===== src/rtl/image_loader_if.sv =====
// Pixel stream in, image buffer store port out, and CNN start/done handshake for image_loader.
interface image_loader_if #(
  parameter int unsigned PIX_W  = 8,
  parameter int unsigned DATA_W = 16,
  parameter int unsigned CNT_W  = 10
);
  logic              s_valid;
  logic [PIX_W-1:0]  s_data;
  logic              s_last;
  logic              s_ready;
  logic              store;
  logic [DATA_W-1:0] image_pixel;
  logic              store_finish;
  logic              start;
  logic              infer_done;
  logic              frame_err;
  logic              sat_flag;
  logic [CNT_W-1:0]  pix_count;

  // Upstream / buffer / datapath side
  modport master (
    output s_valid, s_data, s_last, store_finish, infer_done,
    input  s_ready, store, image_pixel, start, frame_err, sat_flag, pix_count
  );

  // Loader side
  modport slave (
    input  s_valid, s_data, s_last, store_finish, infer_done,
    output s_ready, store, image_pixel, start, frame_err, sat_flag, pix_count
  );
endinterface


===== src/rtl/image_loader.sv =====
// Converts one frame of unsigned pixel bytes to saturated signed fixed-point, writes it to the
// image buffer, closes the frame, then holds start until the datapath reports completion.
module image_loader #(
  parameter int unsigned N_PIXELS   = 784,
  parameter int unsigned PIX_W      = 8,
  parameter int unsigned DATA_W     = 16,
  parameter int          ZERO_POINT = 0,
  parameter int unsigned FRAC_SHIFT = 0
) (
  input  logic          clk,
  input  logic          reset,
  image_loader_if.slave bus
);

  localparam int unsigned EXT_W = DATA_W + PIX_W + 1;
  localparam int unsigned CNT_W = 10;
  localparam logic [CNT_W-1:0] LAST_CNT = CNT_W'(N_PIXELS);
  localparam logic signed [EXT_W-1:0] SAT_MAX = {{(PIX_W+2){1'b0}}, {(DATA_W-1){1'b1}}};
  localparam logic signed [EXT_W-1:0] SAT_MIN = {{(PIX_W+2){1'b1}}, {(DATA_W-1){1'b0}}};

  typedef enum logic [2:0] {IDLE, LOAD, PAD, DRAIN, FLUSH, DONE} state_t;

  state_t              state_q;
  logic                s_ready_q;
  logic                store_q;
  logic                start_q;
  logic                frame_err_q;
  logic                sat_flag_q;
  logic [DATA_W-1:0]   pixel_q;
  logic [CNT_W-1:0]    cnt_q;

  logic signed [EXT_W-1:0] ext_c;
  logic signed [EXT_W-1:0] shift_c;
  logic [DATA_W-1:0]       pix_d;
  logic                    sat_d;
  logic                    first_c;
  logic                    xfer_c;
  logic [CNT_W-1:0]        cnt_d;

  assign xfer_c = bus.s_valid & s_ready_q;

  // Byte-to-fixed-point conversion and next pixel count (count restarts on a frame's first byte)
  always_comb begin
    ext_c   = signed'(EXT_W'({1'b0, bus.s_data})) - signed'(EXT_W'(ZERO_POINT));
    shift_c = ext_c <<< FRAC_SHIFT;
    pix_d   = shift_c[DATA_W-1:0];
    sat_d   = 1'b0;
    if (shift_c > SAT_MAX) begin
      pix_d = SAT_MAX[DATA_W-1:0];
      sat_d = 1'b1;
    end else if (shift_c < SAT_MIN) begin
      pix_d = SAT_MIN[DATA_W-1:0];
      sat_d = 1'b1;
    end
    first_c = (state_q == IDLE);
    cnt_d   = (first_c ? '0 : cnt_q) + CNT_W'(1);
  end

  always_ff @(posedge clk) begin
    if (reset) begin
      state_q     <= IDLE;
      s_ready_q   <= 1'b0;
      store_q     <= 1'b0;
      start_q     <= 1'b0;
      frame_err_q <= 1'b0;
      sat_flag_q  <= 1'b0;
      pixel_q     <= '0;
      cnt_q       <= '0;
    end else begin
      store_q <= 1'b0;
      case (state_q)
        IDLE, LOAD: begin
          s_ready_q <= 1'b1;
          if (xfer_c) begin
            store_q    <= 1'b1;
            pixel_q    <= pix_d;
            cnt_q      <= cnt_d;
            sat_flag_q <= sat_d | (sat_flag_q & ~first_c);
            if (first_c) frame_err_q <= 1'b0;
            if (bus.s_last) begin
              s_ready_q <= 1'b0;
              if (cnt_d == LAST_CNT) begin
                state_q <= FLUSH;
              end else begin
                frame_err_q <= 1'b1;
                state_q     <= PAD;
              end
            end else if (cnt_d == LAST_CNT) begin
              frame_err_q <= 1'b1;
              state_q     <= DRAIN;
            end else begin
              state_q <= LOAD;
            end
          end
        end
        // Short frame: fill the remaining buffer slots with zero pixels
        PAD: begin
          store_q <= 1'b1;
          pixel_q <= '0;
          cnt_q   <= cnt_d;
          if (cnt_d == LAST_CNT) state_q <= FLUSH;
        end
        DRAIN: begin
          if (xfer_c && bus.s_last) begin
            s_ready_q <= 1'b0;
            store_q   <= 1'b1;
            pixel_q   <= '0;
            state_q   <= FLUSH;
          end
        end
        // Terminal store cycle is held until the buffer acknowledges
        FLUSH: begin
          if (bus.store_finish) begin
            start_q <= 1'b1;
            state_q <= DONE;
          end else begin
            store_q <= 1'b1;
            pixel_q <= '0;
          end
        end
        DONE: begin
          if (bus.infer_done) begin
            start_q   <= 1'b0;
            s_ready_q <= 1'b1;
            state_q   <= IDLE;
          end
        end
        default: state_q <= IDLE;
      endcase
    end
  end

  assign bus.s_ready     = s_ready_q;
  assign bus.store       = store_q;
  assign bus.image_pixel = pixel_q;
  assign bus.start       = start_q;
  assign bus.frame_err   = frame_err_q;
  assign bus.sat_flag    = sat_flag_q;
  assign bus.pix_count   = cnt_q;

endmodule


===== src/flat_wrapper.sv =====
// flat-port wrapper written by rule: the top's interface ports become plain ports
module image_loader_flat 
#(
  parameter int unsigned N_PIXELS   = 784,
  parameter int unsigned PIX_W      = 8,
  parameter int unsigned DATA_W     = 16,
  parameter int          ZERO_POINT = 0,
  parameter int unsigned FRAC_SHIFT = 0
)
  (clk, reset, bus_s_valid, bus_s_data, bus_s_last, bus_store_finish, bus_infer_done, bus_s_ready, bus_store, bus_image_pixel, bus_start, bus_frame_err, bus_sat_flag, bus_pix_count);
  image_loader_if #(.PIX_W(PIX_W), .DATA_W(DATA_W)) bus_i ();
  input  logic clk;
  input  logic reset;
  input wire logic [$bits(bus_i.s_valid)-1:0] bus_s_valid;
  input wire logic [$bits(bus_i.s_data)-1:0] bus_s_data;
  input wire logic [$bits(bus_i.s_last)-1:0] bus_s_last;
  input wire logic [$bits(bus_i.store_finish)-1:0] bus_store_finish;
  input wire logic [$bits(bus_i.infer_done)-1:0] bus_infer_done;
  output wire logic [$bits(bus_i.s_ready)-1:0] bus_s_ready;
  output wire logic [$bits(bus_i.store)-1:0] bus_store;
  output wire logic [$bits(bus_i.image_pixel)-1:0] bus_image_pixel;
  output wire logic [$bits(bus_i.start)-1:0] bus_start;
  output wire logic [$bits(bus_i.frame_err)-1:0] bus_frame_err;
  output wire logic [$bits(bus_i.sat_flag)-1:0] bus_sat_flag;
  output wire logic [$bits(bus_i.pix_count)-1:0] bus_pix_count;
  assign bus_i.s_valid = bus_s_valid;
  assign bus_i.s_data = bus_s_data;
  assign bus_i.s_last = bus_s_last;
  assign bus_i.store_finish = bus_store_finish;
  assign bus_i.infer_done = bus_infer_done;
  assign bus_s_ready = bus_i.s_ready;
  assign bus_store = bus_i.store;
  assign bus_image_pixel = bus_i.image_pixel;
  assign bus_start = bus_i.start;
  assign bus_frame_err = bus_i.frame_err;
  assign bus_sat_flag = bus_i.sat_flag;
  assign bus_pix_count = bus_i.pix_count;
  image_loader #(.N_PIXELS(N_PIXELS), .PIX_W(PIX_W), .DATA_W(DATA_W), .ZERO_POINT(ZERO_POINT), .FRAC_SHIFT(FRAC_SHIFT)) u_core (.clk(clk), .reset(reset), .bus(bus_i));
endmodule

===== config.mk =====
export PLATFORM = sky130hd
export DESIGN_NAME = image_loader_flat
export DESIGN_NICKNAME = d
export VERILOG_FILES = /design/src/rtl/image_loader_if.sv /design/src/rtl/image_loader.sv /design/src/flat_wrapper.sv
export SDC_FILE = /design/constraint.sdc
export NUM_CORES = 1
export LEC_CHECK = 0
export BUFFER_PORTS_ARGS = -buffer_cell sky130_fd_sc_hd__buf_2
export CORE_UTILIZATION = 50
export DETAILED_ROUTE_END_ITERATION = 10
export GPL_ROUTABILITY_DRIVEN = 0
export PLACE_DENSITY = 0.75
export SETUP_SLACK_MARGIN = 0.1
export SLEW_MARGIN = 20
export SYNTH_ARGS = -nofsm -noshare
export SYNTH_HDL_FRONTEND = slang
export SYNTH_SLANG_ARGS = --single-unit

===== constraint.sdc =====
create_clock -name clk -period 2.6 [get_ports clk]
set_clock_uncertainty 0.1 [all_clocks]
set_input_delay 0 -clock clk [delete_from_list [all_inputs] [get_ports clk]]
set_output_delay 0 -clock clk [all_outputs]
set_load 0.05 [all_outputs]

==> key figures <==
Synth
  • Yosys reg bits: 26
  • Synth Flop Type: dfxtp_1
  • Number of synthesized flops with an enable pin: 0
  • Sequential share of the synthesized area: 35.8%
  • Top cells by area, synth: dfxtp_1 (36%), a21oi_1 (8.9%), nor2_1 (5.9%)
  • Synth warn: 0
  • Cells after Synth: 185
  • Mapped Area: 1460 um^2
  • Synth cell types: 41
  • FFs w/ async S/R, synth: 0%
  • Syn_area_per_cell: 7.87 um^2
  • Synth area leader: dfxtp_1
  • Yosys top cell area share: 35.8%

Timing
  • Peak Freq: 437 MHz
  • Fin. Hold Viols: 0
  • Final setup viols: 0
  • Final slew viol count: 0
  • Period utilization: 87.9%
  • Setup_tns: 0 ps
  • RSZ-0062 raised after global routing: false
  • Post-route worst setup slack: 314 ps
  • Period minus WS final: 2290 ps

Setup path
  • Worst Setup Start Kind: flip-flop
  • Arr. time, crit path: 2430 ps
  • CP max FO: 22
  • Kind of critical path: reg2reg
  • Worst reg-to-reg setup slack: 310 ps
  • CP endpoint kind: flip-flop
  • Worst path required time: 2740 ps

Die
  • Core area: 2760 um^2
  • Die width: 55.9 um
  • Die footprint: 3130 um^2
  • Initial Util: 52.8%
  • Die Y: 55.9 um
  • IO Count: 45
  • Core Rows: 19

Clock network
  • CTS buffer count: 3
  • Clock Sinks: 26
  • Skew-Pair Late Insertion Delay: 340 ps
  • CTS tree: yes
  • H-tree levels: 1
  • Clk buf depth: 2
  • Clk pin slew, worst setup/hold paths: 150 ps
  • Clock Root Buffer: clkbuf_4

Placed design
  • Area post-placement: 1640 um^2
  • Hpwl dp: 2.34 mm
  • Port buffer count: 36
  • Place WS: 394 ps

Drt
  • Avg Vias per Cell: 5.79
  • DR vias: 1,558
  • ANT nets after route: 0
  • Drt wl/cell: 13.4 um
  • 1st-iter DRT viols: 69
  • # DRC: 0
  • First-pass DRT Iterations: 4
  • Post-Route WL: 3.60 mm

Cells and area
  • Most common cell after layout, fill and taps aside: buf_2
  • Layout cells sized above 1: 23.1%
  • Commonest non-fill, non-tap cells in the layout: buf_2 (36), a21oi_1 (26), dfxtp_1 (24), nor2_1 (23), dlygate4sd3_1 (19)
  • Layout Utilization: 68.6%
  • Area delta synth->final: 29.9%
  • # nets final: 254
  • Antenna Cells: 0
  • Final Cell Area: 1890 um^2

GRT
  • Vias in the first global route: 1,433
  • First-pass GRT wire length: 6.31 mm
  • GRT Util Overall: 25.1%
  • Grt total ovfl: 0
  • Largest net degree at the start of global routing: 27
  • Initial antenna violation count: 0

Pwr
  • Leakage: 0.839 nW
  • VDD IR max: 0.000311 V
  • Power Dens Cells: 482 nW/um^2

Outcome
  • Status: completed

Worst hold path
  • Worst min path class: in2reg

Flow run
  • Max Cap Violations: 0
-- cells in the mapped netlist, types with 3 or more instances --
| cell type | number |
|---|---|
| a21oi_1 | 26 |
| dfxtp_1 | 26 |
| nor2_1 | 23 |
| nand2_1 | 11 |
| o21ai_0 | 10 |
| buf_4 | 9 |
| nor4b_1 | 8 |
| nand3_1 | 6 |
| clkbuf_1 | 5 |
| inv_1 | 5 |
| nand3b_1 | 5 |
| nor3_1 | 5 |
| nor2b_1 | 4 |
| a311oi_1 | 3 |
| and2_1 | 3 |
| buf_2 | 3 |
| nand2b_1 | 3 |
-- power breakdown --
group          internal [mW]  total, mW  switching, mW
Combinational         0.0673      0.201          0.133
Sequential             0.413      0.428         0.0153
Clock                  0.156      0.282          0.126
Total                  0.636      0.911          0.275
-- metrics by stage --
step	cells	total power [mW]	hold WS (ps)
3_3_place_gp	246	0.609	183
3_5_place_dp	246	0.613	186
5_1_grt	269	0.953	60.9
4_1_cts	269	0.914	40.1
6_report	269	0.911	45.9
2_1_floorplan	192	0.581	8.74
-- cells by family (layout without fill, tap and decap cells) --
group	Yosys count	in the layout	synth area share (%)
flip-flops	26	26	35.8
AO/OA/AOI/OAI	57	57	24.1
other	1	8	0.258
buffers and inverters	24	70	8.77
multiplexers	1	1	0.688
AND/OR/NAND/NOR	75	75	29.6
adder cells (fa/ha/maj)	1	1	0.860
-- path summary, 6_finish.rpt --
path / startpoint / endpoint / cells past startpoint
hold reg to reg: u_core.bus.sat_flag / u_core.bus.sat_flag / 1
setup / recovery: u_core.state_q[2] / u_core.bus.image_pixel[4] / 7
setup reg to reg: u_core.state_q[2] / u_core.bus.image_pixel[4] / 7
hold / removal: bus_s_valid / u_core.bus.s_ready / 3
-- cell type report --
class,instances,area (um^2)
clock inverters,1,30.0
well taps,31,38.8
repair buffers,61,415
fillers,227,867
flip-flops and latches,26,523
inverters,5,18.8
clock buffers,3,22.5
multi-input cells,142,842
-- timing repair --
| action | in CTS | in global routing |
|---|---|---|
| buffers inserted | 0 | 0 |
| hold endpoints to repair | 12 | 0 |
| hold buffers | 19 | 0 |
| gates resized for setup | 0 | 3 |
| setup endpoints to repair | 0 | 6 |
-- metal layers --
| metal | track usage (%) | routed length, um |
|---|---|---|
| met4 | 8.36 | 50 |
| met5 | 0 | 0 |
| met3 | 2.79 | 156 |
| met2 | 44.6 | 1760 |
| met1 | 31.6 | 1620 |
-- worst max-delay path, cell delays in order (launching register included) --
cell	delay [ps]
dfxtp_1	380
buf_4	260
nor2b_2	280
a21oi_1	100
o22a_2	290
a21oi_1	180
nor2_1	50
dlygate4sd3_1	570
-- registers in the layout, indices dropped and copies added (netlist names) --
name	cells
u_core.bus.pix_count	10
u_core.bus.sat_flag	1
u_core.bus.s_ready	1
u_core.bus.store	1
u_core.bus.image_pixel	8
u_core.state_q	3
u_core.bus.start	1
u_core.bus.frame_err	1
Power figures use the tool's default switching activity.
